File: src/rtl/ghost_nav_control.sv
// ghost_nav_control: target-driven tile navigator for one ghost.
// Each step probes the four neighbours (one per cycle), picks a heading, and moves one tile.
`ifndef DIR_UP
`define DIR_UP    2'd0
`define DIR_RIGHT 2'd1
`define DIR_DOWN  2'd2
`define DIR_LEFT  2'd3
`endif

module ghost_nav_control #(
  parameter int         TILE        = 20,
  parameter int         COLS        = 32,
  parameter int         ROWS        = 24,
  parameter int         SPAWN_X     = 280,
  parameter int         SPAWN_Y     = 220,
  parameter int         SCATTER_COL = 31,
  parameter int         SCATTER_ROW = 0,
  parameter logic [7:0] LFSR_SEED   = 8'hA5
) (
  input  logic                          clk,
  input  logic                          reset,
  input  logic                          step,
  input  logic [1:0]                    mode,
  input  logic [$clog2(COLS)-1:0]       target_col,
  input  logic [$clog2(ROWS)-1:0]       target_row,
  input  logic [ROWS*COLS-1:0]          tilemap_walls,
  output logic [$clog2(COLS*TILE)-1:0]  pos_x,
  output logic [$clog2(ROWS*TILE)-1:0]  pos_y,
  output logic [1:0]                    ghost_direction,
  output logic                          busy,
  output logic                          done
);

  localparam int CW = $clog2(COLS);
  localparam int RW = $clog2(ROWS);
  localparam int XW = $clog2(COLS*TILE);
  localparam int YW = $clog2(ROWS*TILE);
  localparam int IW = $clog2(ROWS*COLS);
  localparam int MW = (COLS > ROWS) ? COLS : ROWS;
  localparam int DW = 2*$clog2(MW) + 3;

  localparam logic [7:0]    SEED      = (LFSR_SEED == 8'h00) ? 8'h01 : LFSR_SEED;
  localparam logic [CW-1:0] COL_ZERO  = CW'(0);
  localparam logic [CW-1:0] COL_ONE   = CW'(1);
  localparam logic [CW-1:0] COL_MAX   = CW'(COLS-1);
  localparam logic [RW-1:0] ROW_ZERO  = RW'(0);
  localparam logic [RW-1:0] ROW_ONE   = RW'(1);
  localparam logic [RW-1:0] ROW_MAX   = RW'(ROWS-1);
  localparam logic [CW-1:0] HOME_COL  = CW'(SPAWN_X/TILE);
  localparam logic [RW-1:0] HOME_ROW  = RW'(SPAWN_Y/TILE);
  localparam logic [CW-1:0] SCAT_COL  = CW'(SCATTER_COL);
  localparam logic [RW-1:0] SCAT_ROW  = RW'(SCATTER_ROW);
  localparam logic [XW-1:0] STEP_X    = XW'(TILE);
  localparam logic [YW-1:0] STEP_Y    = YW'(TILE);
  localparam logic [XW-1:0] X_WRAPMAX = XW'((COLS-1)*TILE);

  // Probe-order indices; this order is also the tie-break priority.
  localparam logic [1:0] P_UP = 2'd0, P_LEFT = 2'd1, P_DOWN = 2'd2, P_RIGHT = 2'd3;

  typedef enum logic [2:0] {
    S_IDLE, S_PROBE_UP, S_PROBE_LEFT, S_PROBE_DOWN, S_PROBE_RIGHT, S_DECIDE, S_MOVE
  } state_t;

  function automatic logic [1:0] idx_to_dir(input logic [1:0] idx);
    case (idx)
      P_UP:    return `DIR_UP;
      P_LEFT:  return `DIR_LEFT;
      P_DOWN:  return `DIR_DOWN;
      default: return `DIR_RIGHT;
    endcase
  endfunction

  function automatic logic [1:0] dir_to_idx(input logic [1:0] dir);
    case (dir)
      `DIR_UP:   return P_UP;
      `DIR_LEFT: return P_LEFT;
      `DIR_DOWN: return P_DOWN;
      default:   return P_RIGHT;
    endcase
  endfunction

  function automatic logic [7:0] lfsr_next(input logic [7:0] v);
    return {v[6:0], v[7] ^ v[5] ^ v[4] ^ v[3]};
  endfunction

  state_t           state_r, state_next_s;
  logic [XW-1:0]    pos_x_r, mv_x_s;
  logic [YW-1:0]    pos_y_r, mv_y_s;
  logic [CW-1:0]    col_r, mv_col_s, ncol_s, tgt_col_r, mode_tgt_col_s;
  logic [RW-1:0]    row_r, mv_row_s, nrow_s, tgt_row_r, mode_tgt_row_s;
  logic [1:0]       dir_r, probe_idx_s, probe_dir_s, best_idx_r, rev_idx_s, rot_idx_s, dec_idx_s, dec_dir_s;
  logic [1:0]       prev_mode_r, eff_prev_s;
  logic [7:0]       lfsr_r;
  logic [3:0]       open_r, wall_r;
  logic [IW-1:0]    wall_idx_s;
  logic [DW-1:0]    best_dist_r, dist_s;
  logic signed [DW-1:0] dx_s, dy_s;
  logic             busy_r, done_r, primed_r, rev_flag_r, fright_r, have_best_r;
  logic             oob_s, nwall_s, cand_open_s, rev_ok_s, move_en_s;

  // Next-state sequencing: fixed probe walk, then decide and move.
  always_comb begin
    state_next_s = state_r;
    case (state_r)
      S_IDLE:        state_next_s = step ? S_PROBE_UP : S_IDLE;
      S_PROBE_UP:    state_next_s = S_PROBE_LEFT;
      S_PROBE_LEFT:  state_next_s = S_PROBE_DOWN;
      S_PROBE_DOWN:  state_next_s = S_PROBE_RIGHT;
      S_PROBE_RIGHT: state_next_s = S_DECIDE;
      S_DECIDE:      state_next_s = S_MOVE;
      default:       state_next_s = S_IDLE;
    endcase
  end

  // Effective target for the mode at acceptance; frightened ignores it.
  always_comb begin
    mode_tgt_col_s = target_col;
    mode_tgt_row_s = target_row;
    eff_prev_s     = primed_r ? prev_mode_r : mode;
    case (mode)
      2'd0:    begin mode_tgt_col_s = SCAT_COL; mode_tgt_row_s = SCAT_ROW; end
      2'd3:    begin mode_tgt_col_s = HOME_COL; mode_tgt_row_s = HOME_ROW; end
      default: begin mode_tgt_col_s = target_col; mode_tgt_row_s = target_row; end
    endcase
  end

  // Neighbour tile of the direction probed this cycle, its wall bit and distance.
  always_comb begin
    ncol_s = col_r;
    nrow_s = row_r;
    oob_s  = 1'b0;
    case (state_r)
      S_PROBE_LEFT:  probe_idx_s = P_LEFT;
      S_PROBE_DOWN:  probe_idx_s = P_DOWN;
      S_PROBE_RIGHT: probe_idx_s = P_RIGHT;
      default:       probe_idx_s = P_UP;
    endcase
    case (probe_idx_s)
      P_UP: begin
        if (row_r == ROW_ZERO) oob_s = 1'b1;
        else                   nrow_s = row_r - ROW_ONE;
      end
      P_DOWN: begin
        if (row_r == ROW_MAX) oob_s = 1'b1;
        else                  nrow_s = row_r + ROW_ONE;
      end
      P_LEFT:  ncol_s = (col_r == COL_ZERO) ? COL_MAX : col_r - COL_ONE;
      default: ncol_s = (col_r == COL_MAX) ? COL_ZERO : col_r + COL_ONE;
    endcase
    wall_idx_s  = IW'(nrow_s) * IW'(COLS) + IW'(ncol_s);
    nwall_s     = oob_s ? 1'b1 : tilemap_walls[wall_idx_s];
    probe_dir_s = idx_to_dir(probe_idx_s);
    cand_open_s = !nwall_s && (probe_dir_s != (dir_r ^ 2'b10));
    dx_s        = signed'(DW'(tgt_col_r)) - signed'(DW'(ncol_s));
    dy_s        = signed'(DW'(tgt_row_r)) - signed'(DW'(nrow_s));
    dist_s      = unsigned'(dx_s * dx_s + dy_s * dy_s);
  end

  // Heading choice: forced reverse, random rotation, best distance, dead-end reverse, or stay.
  always_comb begin
    rev_idx_s = dir_to_idx(dir_r ^ 2'b10);
    rev_ok_s  = !wall_r[rev_idx_s];
    rot_idx_s = lfsr_r[1:0];
    for (int k = 3; k >= 0; k--) begin
      rot_idx_s = open_r[2'(lfsr_r[1:0] + 2'(k))] ? 2'(lfsr_r[1:0] + 2'(k)) : rot_idx_s;
    end
    move_en_s = 1'b1;
    if (rev_flag_r && rev_ok_s) dec_idx_s = rev_idx_s;
    else if (|open_r)           dec_idx_s = fright_r ? rot_idx_s : best_idx_r;
    else if (rev_ok_s)          dec_idx_s = rev_idx_s;
    else begin
      dec_idx_s = best_idx_r;
      move_en_s = 1'b0;
    end
    dec_dir_s = idx_to_dir(dec_idx_s);
  end

  // Position one tile along the chosen heading, with horizontal tunnel wrap.
  always_comb begin
    mv_x_s   = pos_x_r;
    mv_y_s   = pos_y_r;
    mv_col_s = col_r;
    mv_row_s = row_r;
    case (dec_dir_s)
      `DIR_UP:   begin mv_y_s = pos_y_r - STEP_Y; mv_row_s = row_r - ROW_ONE; end
      `DIR_DOWN: begin mv_y_s = pos_y_r + STEP_Y; mv_row_s = row_r + ROW_ONE; end
      `DIR_LEFT: begin
        if (col_r == COL_ZERO) begin mv_x_s = X_WRAPMAX; mv_col_s = COL_MAX; end
        else begin mv_x_s = pos_x_r - STEP_X; mv_col_s = col_r - COL_ONE; end
      end
      default: begin
        if (col_r == COL_MAX) begin mv_x_s = '0; mv_col_s = COL_ZERO; end
        else begin mv_x_s = pos_x_r + STEP_X; mv_col_s = col_r + COL_ONE; end
      end
    endcase
  end

  // State register.
  always_ff @(posedge clk or negedge reset) begin
    if (!reset) state_r <= S_IDLE;
    else        state_r <= state_next_s;
  end

  // Datapath: step latch, probe accumulation, decision commit and registered outputs.
  always_ff @(posedge clk or negedge reset) begin
    if (!reset) begin
      pos_x_r     <= XW'(SPAWN_X);
      pos_y_r     <= YW'(SPAWN_Y);
      col_r       <= HOME_COL;
      row_r       <= HOME_ROW;
      dir_r       <= `DIR_UP;
      busy_r      <= 1'b0;
      done_r      <= 1'b0;
      lfsr_r      <= SEED;
      prev_mode_r <= 2'd0;
      primed_r    <= 1'b0;
      rev_flag_r  <= 1'b0;
      fright_r    <= 1'b0;
      have_best_r <= 1'b0;
      best_idx_r  <= P_UP;
      best_dist_r <= '0;
      open_r      <= 4'b0000;
      wall_r      <= 4'b0000;
      tgt_col_r   <= COL_ZERO;
      tgt_row_r   <= ROW_ZERO;
    end else begin
      busy_r <= (state_next_s != S_IDLE);
      done_r <= (state_next_s == S_MOVE);
      if (!primed_r) begin
        prev_mode_r <= mode;
        primed_r    <= 1'b1;
      end
      case (state_r)
        S_IDLE: begin
          if (step) begin
            prev_mode_r <= mode;
            rev_flag_r  <= (mode != eff_prev_s);
            fright_r    <= (mode == 2'd2);
            tgt_col_r   <= mode_tgt_col_s;
            tgt_row_r   <= mode_tgt_row_s;
            have_best_r <= 1'b0;
            open_r      <= 4'b0000;
            wall_r      <= 4'b0000;
          end
        end
        S_PROBE_UP, S_PROBE_LEFT, S_PROBE_DOWN, S_PROBE_RIGHT: begin
          open_r[probe_idx_s] <= cand_open_s;
          wall_r[probe_idx_s] <= nwall_s;
          if (cand_open_s && (!have_best_r || dist_s < best_dist_r)) begin
            have_best_r <= 1'b1;
            best_idx_r  <= probe_idx_s;
            best_dist_r <= dist_s;
          end
        end
        S_DECIDE: begin
          lfsr_r <= lfsr_next(lfsr_r);
          if (move_en_s) begin
            pos_x_r <= mv_x_s;
            pos_y_r <= mv_y_s;
            col_r   <= mv_col_s;
            row_r   <= mv_row_s;
            dir_r   <= dec_dir_s;
          end
        end
        default: begin
        end
      endcase
    end
  end

  assign pos_x           = pos_x_r;
  assign pos_y           = pos_y_r;
  assign ghost_direction = dir_r;
  assign busy            = busy_r;
  assign done            = done_r;

endmodule

File: config.mk
export PLATFORM = sky130hd
export DESIGN_NAME = ghost_nav_control
export DESIGN_NICKNAME = d
export VERILOG_FILES = /design/src/rtl/ghost_nav_control.sv
export SDC_FILE = /design/constraint.sdc
export NUM_CORES = 1
export LEC_CHECK = 0
export ABC_AREA = 0
export CORE_AREA = 3 3 310 312
export DETAILED_ROUTE_END_ITERATION = 8
export DIE_AREA = 0 0 313 315
export GPL_ROUTABILITY_DRIVEN = 0
export PLACE_DENSITY = 0.39
export SLEW_MARGIN = 10
export SYNTH_ARGS = -nofsm -noshare
export SYNTH_HDL_FRONTEND = slang
export SYNTH_SLANG_ARGS = --single-unit
File: constraint.sdc
create_clock -name clk -period 17.81 [get_ports clk]
set_input_delay 2.6715 -clock clk [delete_from_list [all_inputs] [get_ports clk]]
set_output_delay 2.6715 -clock clk [all_outputs]
set_load 0.1 [all_outputs]
After elaboration in Yosys (flattened, before gate mapping)

Cells that the tools add are included.

Bits in registers: 83
Input bits: 783

$add $sub $neg: 15
Multipliers: 2
Order comparisons: 9
Equal/unequal tests: 22
Multiplexer cells: 60
Bitwise logic cells: 5
Reduce and logical (&&, ||, !) cells: 30

Operators by type and width:

| operator                | count |
|---|---|
| $pmux W5 S2             | 6 |
| $mul A6 B6 Y12          | 2 |
| $pmux W2 S3             | 4 |
| $mux W2                 | 11 |
| $mux W10                | 2 |
| $mux W5                 | 4 |
| $pmux W10 S2            | 1 |
| $lt A2 B3 Y1 const B    | 6 |
| $pmux W3 S6             | 1 |
| $pmux W9 S2             | 1 |
| $eq A2 B2 Y1 const B    | 8 |
| $mux W1                 | 16 |
| $pmux W4 S2             | 2 |
| $add A12 B12 Y13        | 1 |
| $lt A13 B13 Y1          | 1 |
| $sub A5 B5 Y6           | 2 |
| $lt A10 B11 Y1 const B  | 1 |
| $add A10 B5 Y10         | 1 |
| $add A10 B5 Y10 const B | 1 |
| $add A5 B1 Y5 const B   | 2 |
| $bmux W1 S10            | 1 |
| $bmux W1 S2             | 5 |
| $eq A5 B5 Y1 const B    | 2 |
| $logic_not A2 Y1        | 5 |
| 30 further kinds        | 57 |

Longest topological paths before layout

Depth in word-level cells: 16
Depth in mapped cells: 49
Gate-level depth less buffers: 43

Worst setup path before layout

No wires, ideal clock.

Kind: register to register
Start: reg state_r[1]
End: reg best_dist_r[0]
Library setup time: 0.125 ns
Arrival: 10.604 ns
Setup slack: 7.081 ns
Stages on the path, launching flop included: 48
Buffers on the path: 7
Period minus slack after synthesis: 10.729 ns
Cell sequence: dfrtp_1 buf_6 xor2_2 nand2_1 inv_1 ha_1 buf_2 nor2b_1 o31ai_1 nor2_1 inv_2 buf_4 buf_2 buf_2 buf_1 ha_1 nor2b_1 o21ai_0 [... 12 more ...] inv_1 fa_1 inv_1 ha_1 fa_1 a21o_1 a21oi_1 o21bai_1 a21oi_1 xnor2_1 ha_1 a21oi_1 nor2b_1 o21ai_0 o311ai_0 nor4_4 buf_6 mux2_4

RTL lines:

| element                                          | RTL line | text |
|---|---|---|
| from (decl)                                      | 86       | `state_t state_r, state_next_s;` |
| from (signal assigned)                           | 201      | `else state_r <= state_next_s;` |
| $eq A3 B3 Y1 or $eq A3 B2 Y1 (tied branches)     | 132      | `case (state_r)` |
| $pmux W2 S3 (*)                                  | 132      |  |
| named net probe_idx_s[0]                         | 91       | `logic [1:0] dir_r, probe_idx_s, probe_dir_s, best_idx_r, rev_idx_s, rot_idx_s, dec_idx_s, dec_dir_s;` |
| $eq A2 B2 Y1 or $logic_not A2 Y1 (tied branches) | 138      | `case (probe_idx_s)` |
| $reduce_or A2 Y1 (no source line)                | n/a      |  |
| $pmux W5 S2                                      | 138      |  |
| $sub A5 B5 Y6                                    | 154      | `dx_s = signed'(DW'(tgt_col_r)) - signed'(DW'(ncol_s));` |
| $mul A6 B6 Y12                                   | 156      | `dist_s = unsigned'(dx_s * dx_s + dy_s * dy_s);` |
| $add A12 B12 Y13 (*)                             | 156      |  |
| named net dist_s[11]                             | 96       | `logic [DW-1:0] best_dist_r, dist_s;` |
| $lt A13 B13 Y1 (*)                               | 249      | `if (cand_open_s && (!have_best_r \|\| dist_s < best_dist_r)) begin` |
| $logic_or A1 B1 Y1 (*)                           | 249      |  |
| $logic_and A1 B1 Y1 (*)                          | 249      |  |
| $reduce_and A2 Y1 (no source line) (*)           | n/a      |  |
| to (signal assigned)                             | 252      | `best_dist_r <= dist_s;` |
| to (decl)                                        | 96       |  |

Mark *: on every way through the listed nets, which the timed path passes. The rest lies on a longest branch. The select of a mux whose other input is x is not followed.
A chain may end at the register's enable or synchronous reset.

Worst setup path after layout

Start: reg state_r[2]
End: reg best_dist_r[0]

The elaborated chain is that of the path after synthesis.

==> metrics <==
Seq/Total Area, Yosys 13.3%; CTS tree done; Worst Path Arrival 13170 ps; fmax 77.3 MHz; fill count 10200; CP Class flip-flop to flip-flop; Final HPWL DP 90100 um; Mapped Area 15100 um2; Avg Cell Area, Syn 7.46 um2; Total GRT Usage 21.2%; Final Instance Area 24600 um2; M1 WL 47800 um; H-tree levels 3; grt total ovfl 0; first-pass iteration count of the detailed router 7; Worst setup SP type flip-flop; Bufs and invs on worst path 8; outcome finished, final reports clean; Final Skew 10.5 ps; dominant synthesized flop cell dfrtp_1; Post-route DRC 0; slowest CP cell and3_4; met3 routed WL 5550 um; crit-path leading delay family adder cells; minimum clock period 12930 ps; Worst Setup End Kind flip-flop; Required @ worst endpoint 18050 ps; Post-Place Cell Area 24300 um2; die outline height 315 um; Core Area 93300 um2; EDFF count, synth 0; Hold WC Path Type flip-flop to flip-flop; CTS root buf clkbuf_16; Async SR Flop Fraction 100%; Setup TNS 0 ps; cells after synthesis 2020; fin crit share 72.6%; 1st-iter DRT viols 1430; Worst-Skew Late Latency 350 ps; antenna-violating nets left 0; postcts setup bufs 0; Layout area overhead 63.5%; MaxCap Viol Count 0; die width 313 um; met2 wire length 54900 um; vias per inst 4.70; layout cells sized above 1 6.46%; routed len/inst 27.3 um; setup violators final 0; RSZ-0062 raised after global routing no; Ports 806; Max-Slew Margin vs Limit 31.0%; first-pass GRT wire length 151000 um; CTS buffer count 9; CTS sink cnt 79; die area 98600 um2; worst-margin pin slew 1030 ps; post-CTS resize count 0; top routing layer in use met5; # hold bufs at CTS 0; crit path max fanout 92; Worst-path clk slew 70 ps; final wirelength 109000 um; largest net degree at the start of global routing 93; Via Count 18800; final core occ 26.4%; Synth cell types 99; Synth Warn # 0; Buffers on Ports 801; antenna violations before repair 25; Max Root-Sink Buffers 2; row cnt 112; number of global-route vias before repair 19400; final hold vios 0; Nets 3667; CP most frequent cell fa_1; max incr delay on CP 800 ps; flops & latches, synth 79; Initial Util 16.1%; Max Slew Vio Count 0
cells in the mapped netlist, types with 38 or more instances:
library cell | instances | area share (%)
nor2_1 | 83 | 2.1
nand3_1 | 124 | 4.1
mux2i_1 | 71 | 4.7
a221oi_1 | 41 | 2.4
nand2_1 | 411 | 10
a31oi_1 | 38 | 1.6
ha_1 | 87 | 7.2
clkbuf_1 | 46 | 1.1
fa_1 | 63 | 8.4
inv_1 | 159 | 4.0
dfrtp_1 | 61 | 10
a21oi_1 | 152 | 5.1
o21ai_0 | 61 | 2.0
buf_2 | 51 | 1.7
worst register-to-register path: cells and delay by family, from the launching register on:
kind                       cells  cell delay (ps)
AOI/OAI and AO/OA              9             1660
xor gates and xnor gates       3              850
adders and majority gates     12             5470
buffers and inverters          8             1550
DFF                            1              600
muxes                          1              320
and+or+nand+nor                8             2390
area by class of cell:
type                       instances  area, um2  share of cell area, %
clock inverter                     4       51.3                  0.208
timing repair buffer             850       8380                   34.0
sequential                        79       2000                   8.12
inverter                         164        632                   2.57
multi-input combinational       1630      11700                   47.5
clock buffer                      12        267                   1.08
tap                             1254       1570                   6.37
antenna                            7       17.5                 0.0711
worst paths after layout:
check	start	end	slack, ps	cells past startpoint
min in group asynchronous	reset	pos_y[8]	2230	1
max in group asynchronous	reset	best_dist_r[6]	14450	2
worst min register to register	pos_y[8]	pos_y[8]	470	1
worst max-delay path	state_r[2]	best_dist_r[0]	4880	41
worst max register to register	state_r[2]	best_dist_r[0]	4880	41
worst min-delay path	pos_y[8]	pos_y[8]	470	1
metal layers:
layer | vias up | track usage (%)
met3 | 60 | 3.21
met2 | 713 | 37.9
li1 | 8705 | -
met4 | 2 | 2.58
met5 | - | 0
met1 | 9309 | 27.6
logic make-up (layout without fill, tap and decap cells):
group / Yosys count / after routing / synth area share (%)
flip-flops: 79 / 79 / 13.3
AND/OR/NAND/NOR: 752 / 752 / 22.3
adder cells (fa/ha/maj): 150 / 150 / 15.6
buffers and inverters: 314 / 1030 / 9.93
AO/OA/AOI/OAI: 557 / 557 / 26.1
other: 2 / 12 / 0.0499
XOR/XNOR: 50 / 50 / 3.01
multiplexers: 116 / 116 / 9.70
registers in the layout, summed over array words and instances, names as in the netlist, 2 cells and up:
name and cells:
open_r 4, lfsr_r 8, pos_x 8, wall_r 4, row_r 5, best_idx_r 2, prev_mode_r 2, pos_y 7
col_r 5, best_dist_r 13, ghost_direction 2, tgt_col_r 5, state_r 3, tgt_row_r 5
cells in the final DEF (no fill, tap or decap), types with 17 or more instances in the layout:
master           count
o21ai_0             60
dfrtp_1             61
a221o_1             23
mux2i_1             71
a22oi_1             37
nor2_1              78
dfstp_2             18
inv_1              158
mux2_2              18
nor2b_1             17
a21o_1              22
clkdlybuf4s50_1    800
ha_1                87
fa_1                63
a211oi_1            25
a21oi_1            150
xnor2_1             32
mux4_2              19
a221oi_1            41
nand3_1            123
and3_1              24
a32oi_1             20
nand2b_1            18
nand2_1            410
a31oi_1             38
buf_4               50
metrics by stage:
stage / std cells / hold slack (ps) / setup WS, ps
global placement: 3977 / 453 / 5200
CTS: 3993 / 473 / 4810
global route: 3996 / 503 / 3920
detailed placement: 3977 / 460 / 4820
floorplan: 2023 / 440 / 7080
finish: 4000 / 471 / 4880
Power is not shown: default switching activity piles up to over one toggle a cycle in this logic, so the estimate is an artifact.
